--- config.mk ---
export PLATFORM = sky130hd
export DESIGN_NAME = debounce_multi
export DESIGN_NICKNAME = d
export VERILOG_FILES = /design/src/rtl/debounce_multi_pkg.sv /design/src/rtl/debounce_multi_chan.sv /design/src/rtl/debounce_multi.sv
export SDC_FILE = /design/constraint.sdc
export NUM_CORES = 1
export LEC_CHECK = 0
export ABC_AREA = 0
export ABC_CLOCK_PERIOD_IN_PS = 2100
export CORE_MARGIN = 8
export CORE_UTILIZATION = 50
export CTS_CLUSTER_SIZE = 8
export DETAILED_ROUTE_END_ITERATION = 12
export GPL_ROUTABILITY_DRIVEN = 0
export PLACE_DENSITY_LB_ADDON = 0.05
export SYNTH_ARGS = -nofsm -noshare
export SYNTH_HDL_FRONTEND = slang
export SYNTH_SLANG_ARGS = --single-unit
export TNS_END_PERCENT = 100
--- constraint.sdc ---
create_clock -name clk -period 2.1 [get_ports clk]
set_input_delay 0.42 -clock clk [delete_from_list [all_inputs] [get_ports clk]]
set_output_delay 0.42 -clock clk [all_outputs]
set_load 0.02 [all_outputs]
--- src/rtl/debounce_multi_pkg.sv ---
// Shared defaults for the multi-channel push-button debouncer.
package debounce_multi_pkg;

  localparam int DEB_TICK_DIV_DEFAULT = 262144;
  localparam int DEB_STABLE_DEFAULT   = 4;

endpackage

--- src/rtl/debounce_multi_chan.sv ---
// One debounce channel: two-flop synchroniser, tick-sampled stability
// counter, accepted level and one-cycle rise/fall pulses.
module debounce_chan
  import debounce_multi_pkg::*;
#(
  parameter int   STABLE_CNT  = DEB_STABLE_DEFAULT,
  parameter logic RESET_LEVEL = 1'b0
) (
  input  logic clk,
  input  logic clr,
  input  logic tick,
  input  logic btn,
  output logic level,
  output logic rise,
  output logic fall
);

  localparam int             CW   = $clog2(STABLE_CNT + 1);
  localparam logic [CW-1:0]  LAST = CW'(STABLE_CNT - 1);

  logic [1:0]    sync_q;
  logic [CW-1:0] cnt;

  always_ff @(posedge clk or posedge clr) begin
    if (clr) begin
      sync_q <= {2{RESET_LEVEL}};
      cnt    <= '0;
      level  <= RESET_LEVEL;
      rise   <= 1'b0;
      fall   <= 1'b0;
    end else begin
      sync_q <= {sync_q[0], btn};
      rise   <= 1'b0;
      fall   <= 1'b0;
      if (tick) begin
        // Any sample agreeing with the current level discards progress.
        if (sync_q[1] == level) begin
          cnt <= '0;
        end else if (cnt == LAST) begin
          level <= sync_q[1];
          cnt   <= '0;
          rise  <= sync_q[1];
          fall  <= ~sync_q[1];
        end else begin
          cnt <= cnt + CW'(1);
        end
      end
    end
  end

endmodule

--- src/rtl/debounce_multi.sv ---
// Multi-channel debouncer: shared sample-tick generator, legacy de_clk
// square wave, and one debounce_chan per button input.
module debounce_multi
  import debounce_multi_pkg::*;
#(
  parameter int   CHANNELS    = 5,
  parameter int   TICK_DIV    = DEB_TICK_DIV_DEFAULT,
  parameter int   STABLE_CNT  = DEB_STABLE_DEFAULT,
  parameter logic RESET_LEVEL = 1'b0
) (
  input  logic                clk,
  input  logic                clr,
  input  logic                en,
  input  logic [CHANNELS-1:0] btn_i,
  output logic [CHANNELS-1:0] level_o,
  output logic [CHANNELS-1:0] rise_o,
  output logic [CHANNELS-1:0] fall_o,
  output logic                tick_o,
  output logic                de_clk
);

  if (TICK_DIV < 2) begin : g_bad_tick_div
    $error("debounce_multi: TICK_DIV must be >= 2");
  end
  if (STABLE_CNT < 1) begin : g_bad_stable_cnt
    $error("debounce_multi: STABLE_CNT must be >= 1");
  end
  if (CHANNELS < 1) begin : g_bad_channels
    $error("debounce_multi: CHANNELS must be >= 1");
  end

  localparam int            TW   = $clog2(TICK_DIV);
  localparam logic [TW-1:0] TMAX = TW'(TICK_DIV - 1);

  logic [TW-1:0] tcnt;

  // tick_o is the registered wrap of tcnt; everything freezes while en=0.
  always_ff @(posedge clk or posedge clr) begin
    if (clr) begin
      tcnt   <= '0;
      tick_o <= 1'b0;
      de_clk <= 1'b0;
    end else if (!en) begin
      tick_o <= 1'b0;
    end else if (tcnt == TMAX) begin
      tcnt   <= '0;
      tick_o <= 1'b1;
      de_clk <= ~de_clk;
    end else begin
      tcnt   <= tcnt + TW'(1);
      tick_o <= 1'b0;
    end
  end

  for (genvar i = 0; i < CHANNELS; i++) begin : g_chan
    debounce_chan #(
      .STABLE_CNT  (STABLE_CNT),
      .RESET_LEVEL (RESET_LEVEL)
    ) u_chan (
      .clk   (clk),
      .clr   (clr),
      .tick  (tick_o),
      .btn   (btn_i[i]),
      .level (level_o[i]),
      .rise  (rise_o[i]),
      .fall  (fall_o[i])
    );
  end

endmodule

* After elaboration in Yosys (flattened, before gate mapping)
Cells that the tools add are included.
** Storage, ports and cells
- Register bits :: 60
- Word-level logic and storage cells :: 105
- Output and inout port bits :: 17
- Input port bits :: 8
** Cells by class
- Bitwise operators :: 11
- Multiplexer cells :: 43
- Reduce and logical (&&, ||, !) cells :: 6
- Eq/ne operators :: 11
- Add/sub/neg operators :: 6
** Operator list (number)
- 1-bit 2-to-1 mux :: 32
- 3-bit 2-to-1 mux :: 10
- 18-bit by 1-bit adder with 18-bit output (second input constant) :: 1
- 18-bit == test (second input constant) :: 1
- 18-bit 2-to-1 mux :: 1
- 3-bit by 1-bit adder with 3-bit output (second input constant) :: 5
- 3-bit by 2-bit == test with 1-bit output (second input constant) :: 5
- 3-bit AND reduction :: 5
- 1-bit NOT :: 11
- 1-bit == test :: 5
- 2-bit AND reduction :: 1

* Depth between registers and ports, before layout
- Depth after elaboration :: 4
- Gate-level depth with buffers :: 5
- Mapped depth without buffers :: 5

* Modules after synthesis
A second synthesis with hierarchy kept.
** Second synthesis, totals
- Cell total of the unflattened synthesis :: 218
- Area total of the unflattened synthesis :: 2582.5 um^2
** Modules (own cells, without submodules)
- debounce_chan :: cells each 25, area each 322.8 um^2, times used 5, seq. area each 200.2 um^2
- debounce_multi :: cells each 93, area each 968.4 um^2, times used 1, seq. area each 500.5 um^2

* Worst setup path before layout
No wires, ideal clock.
- Kind :: register to register
- From :: register tcnt[7]
- To :: register de_clk
- Cell stages (with the launch flop) :: 5
- Path buffers :: 0
- Setup time :: 76 ps
- Setup slack :: 604 ps
- Period minus slack after synthesis :: 1496 ps
- Required time :: 2024 ps
- Data arrival time :: 1420 ps
- Path through :: dfrtp_1 > nand4_4 > or4_4 > nor2_8 > xor2_2
** Between the ends
- Longest elaborated chain between the ends :: 2
** Ends and longest elaborated chain
- start, declared :: line debounce_multi.sv:35 : logic [TW-1:0] tcnt;
- start signal, assigned :: line debounce_multi.sv:50 : tcnt <= tcnt + TW'(1);
- 18-bit == test :: line debounce_multi.sv:45 : end else if (tcnt == TMAX) begin
- 2-bit AND reduction (no line)
- end signal, assigned :: line debounce_multi.sv:48 : de_clk <= ~de_clk;
- end, declared :: line debounce_multi.sv:19 : output logic de_clk
Every way passes these cells.
A chain may end at the register's enable or synchronous reset.

* Final worst setup path
- From :: register g_chan[4].u_chan.level
- To :: output level_o[4]
** RTL lines
- start, declared :: line debounce_multi_chan.sv:13 : output logic level,
- start signal, assigned :: line debounce_multi_chan.sv:40 : level <= sync_q[1];
- end, declared :: line debounce_multi.sv:15 : output logic [CHANNELS-1:0] level_o,
No word-level cell between the ends.

==> impl_results.md <==
- Final min period: about 1.8 ns
- Setup TNS: 0 ns
- Reg2reg start: tcnt[7]
- Top cells by area, synth: dfrtp_1 (57%), xnor2_1 (4.7%), buf_4 (4.3%)
- Crit path buffers/inverters: 1
- Largest net degree at the start of global routing: 46
- Area share of the largest cell type after synthesis: 57.0%
- Routed Antenna Nets: 0
- Root Buffer: clkbuf_8
- GRT Total Usage: 13.0%
- Xor/xnor share of the synthesized area: 7.26%
- Hold path depth: 0
- Post-synthesis sequential area ratio: 57.0%
- Residual DRC: 0
- Largest family of logic cells by synthesized area: simple AND/OR/NAND/NOR gates
- Routed WL per cell: 13.3 um
- Worst Hold Path EP: g_chan[2].u_chan.sync_q[1]
- Delay-heaviest family, CP: buffers and inverters
- RSZ-0062 raised after global routing: no
- Placed inst area: around 2900 sq um
- Dpl ws: 0.0878 ns
- DP HPWL: 3.02 mm
- Fmax: 558 MHz
- DR iter-0 viols: 39
- Starting Density: 51.6%
- Startpoint Class: register
- Max Slew Vio Count: 0
- Worst-Margin Slew: 0.399 ns
- Reg2reg setup slack: ~0.48 ns
- CP cell instances: clkdlybuf4s50_1
- Die Span Y: just under 90 um
- Post-route insts no fill: between 300 and 400
- Post-Synthesis Cells: about 230
- CTS tree: built
- Slowest CP cell: clkdlybuf4s50_1
- Cell area after synthesis: about 2600 sq um
- Die area: 7850 sq um
- Resized cells post-CTS: 0
- CTS Buf Count: 9
- Vias per cell: 5.04
- Worst Setup End Kind: output port
- Num rows: 26
- I/O pins: 25
- Nets: 262
- Final WL: 4.29 mm
- Htree depth: 3
- Peak supply drop: 700 uV
- Vias in the first global route: 1702
- Worst rel slew slack: 73.3%
- R2r endpoint: de_clk
- Status: finished, final reports clean
- Synthesized area per cell: 11.5 sq um
- Power per standard cell area: 778 nW/um^2
- Yosys warns: 0
- Most frequent cells in the layout: dfrtp_1 (60), clkdlybuf4s50_1 (24), nor2_1 (17)
- CORE AREA: between 5000 and 6000 sq um
- Hold Violations, Final: 0
- Hold Path Origin: g_chan[2].u_chan.sync_q[0]
- Post-Place Cells: between 300 and 400
- Hold buffers post-CTS: 0
- Register-to-Register Path Depth: 4
- IO Port Bufs: 24
- Synthesis-to-finish area growth: 15.8%
- Final setup fails: 0
- Vias: 1629
- Skew final: 0.00687 ns
- # Post-CTS Setup Buffers: 0
- CP max stage delay: roughly 0.63 ns
- Seq cells post-synth: 60
- Multiplexer area fraction after synthesis: 3.84%
- Largest area contributor in the netlist: dfrtp_1
- Synth Area in Simple Gates: 18.1%
- Skew-Pair Late Insertion Delay: 0.33 ns
- Final period util: 85.3%
- Library cells used by synthesis: 30
- Crit. path cell count: 1
- Fraction of the mapped netlist area in adder cells: 2.85%
- Leak Pwr: 1.39 nW
- Mapped Nets: 243
- Clock buffer depth: 2
- CP Data Required Time: 1.68 ns
- Die extent in x: between 80 and 90 um
- CTS sink count: 60
- First-pass GRT wire length: 7.60 mm
- WP data arrival: 1.37 ns
- Worst Slack Setup Final: roughly 0.3 ns
- Max Fanout on Critical Path: 5
- Overall power: between 2 and 2.5 mW
- Complex-gate fraction of the synthesized area: 3.89%
- Reg clk slew, reported paths: 0.07 ns
- Cell area after layout: 3050 sq um
- Layout cells sized above 1: 13.8%
- Kind of critical path: register to output port
- Detailed Routing Iterations Pass 1: 4
- Hold crit path type: register to register
- Max Cap Violations: 0
- Antenna violations before repair: 0
- Fill cell count: 426
- Congestion Overflow GR: 0
- Most common cell after layout, fill and taps aside: dfrtp_1
- Inserted Diodes: 0
worst max path at each step:
stage / start / end / slack (ns)
floorplan: clr / de_clk / 0.20
global placement: en / tcnt[13] / 0.16
detailed placement: en / tcnt[15] / 0.09
CTS: g_chan[3].u_chan.level / level_o[3] / 0.28
global route: g_chan[3].u_chan.level / level_o[3] / 0.23
finish: g_chan[4].u_chan.level / level_o[4] / 0.31
registers in the layout (all words and copies together) (netlist names):
register,cells
g_chan.u_chan.cnt,15
tick_o,1
de_clk,1
g_chan.u_chan.rise,5
g_chan.u_chan.level,5
tcnt,18
g_chan.u_chan.sync_q,10
g_chan.u_chan.fall,5
cells in the mapped netlist (all sizes together):
library cell,n
dfrtp,60
nor2,18
buf,17
inv,14
nand2,14
xnor2,14
nor3b,10
mux2,9
nand3,9
o22ai,8
nand4,7
nor3,7
xor2,7
ha,6
o21ai,6
nand3b,4
a21boi,3
and3,3
clkbuf,3
nand2b,3
nor4,3
and2,2
nor2b,1
or4,1
power by group:
part	switching [mW]	total, mW	internal (mW)
Combinational	0.0859	0.161	0.0747
Sequential	0.0902	1.31	1.22
Clock	0.419	0.907	0.488
Total	0.595	2.37	1.78
kinds of logic (layout without fill, tap and decap cells):
| kind of cell | after synthesis | after routing |
|---|---|---|
| DFF | 60 | 60 |
| xor gates and xnor gates | 21 | 21 |
| buffers and inverters | 34 | 58 |
| and+or+nand+nor | 82 | 82 |
| AOI/OAI and AO/OA | 17 | 17 |
| muxes | 9 | 9 |
| adders and majority gates | 6 | 6 |
through the flow:
| stage | hold WS (ns) | utilization [%] |
|---|---|---|
| CTS | 0.354 | 59.8 |
| detailed placement | 0.339 | 56.2 |
| finish | 0.351 | 59.8 |
| global placement | 0.333 | 56.2 |
| floorplan | 0.331 | - |
| global route | 0.357 | 59.8 |
layout make-up:
class	instances	area (sq um)	area share (%)
sequential	60	1500	49.2
multi-input combinational	135	948	31.1
timing repair buffer	28	283	9.27
clock buffer	12	155	5.08
tap	70	87.6	2.87
inverter	14	52.6	1.72
clock inverter	4	23.8	0.779
layer usage:
metal	GRT usage, %	share of wire, %	vias to the layer above
met4	7.83	2.3	0
li1	-	-	797
met3	4.46	4.3	10
met1	13.9	43	800
met2	21.6	51	22
met5	0	0	-
(Power assumes the default switching activity.)
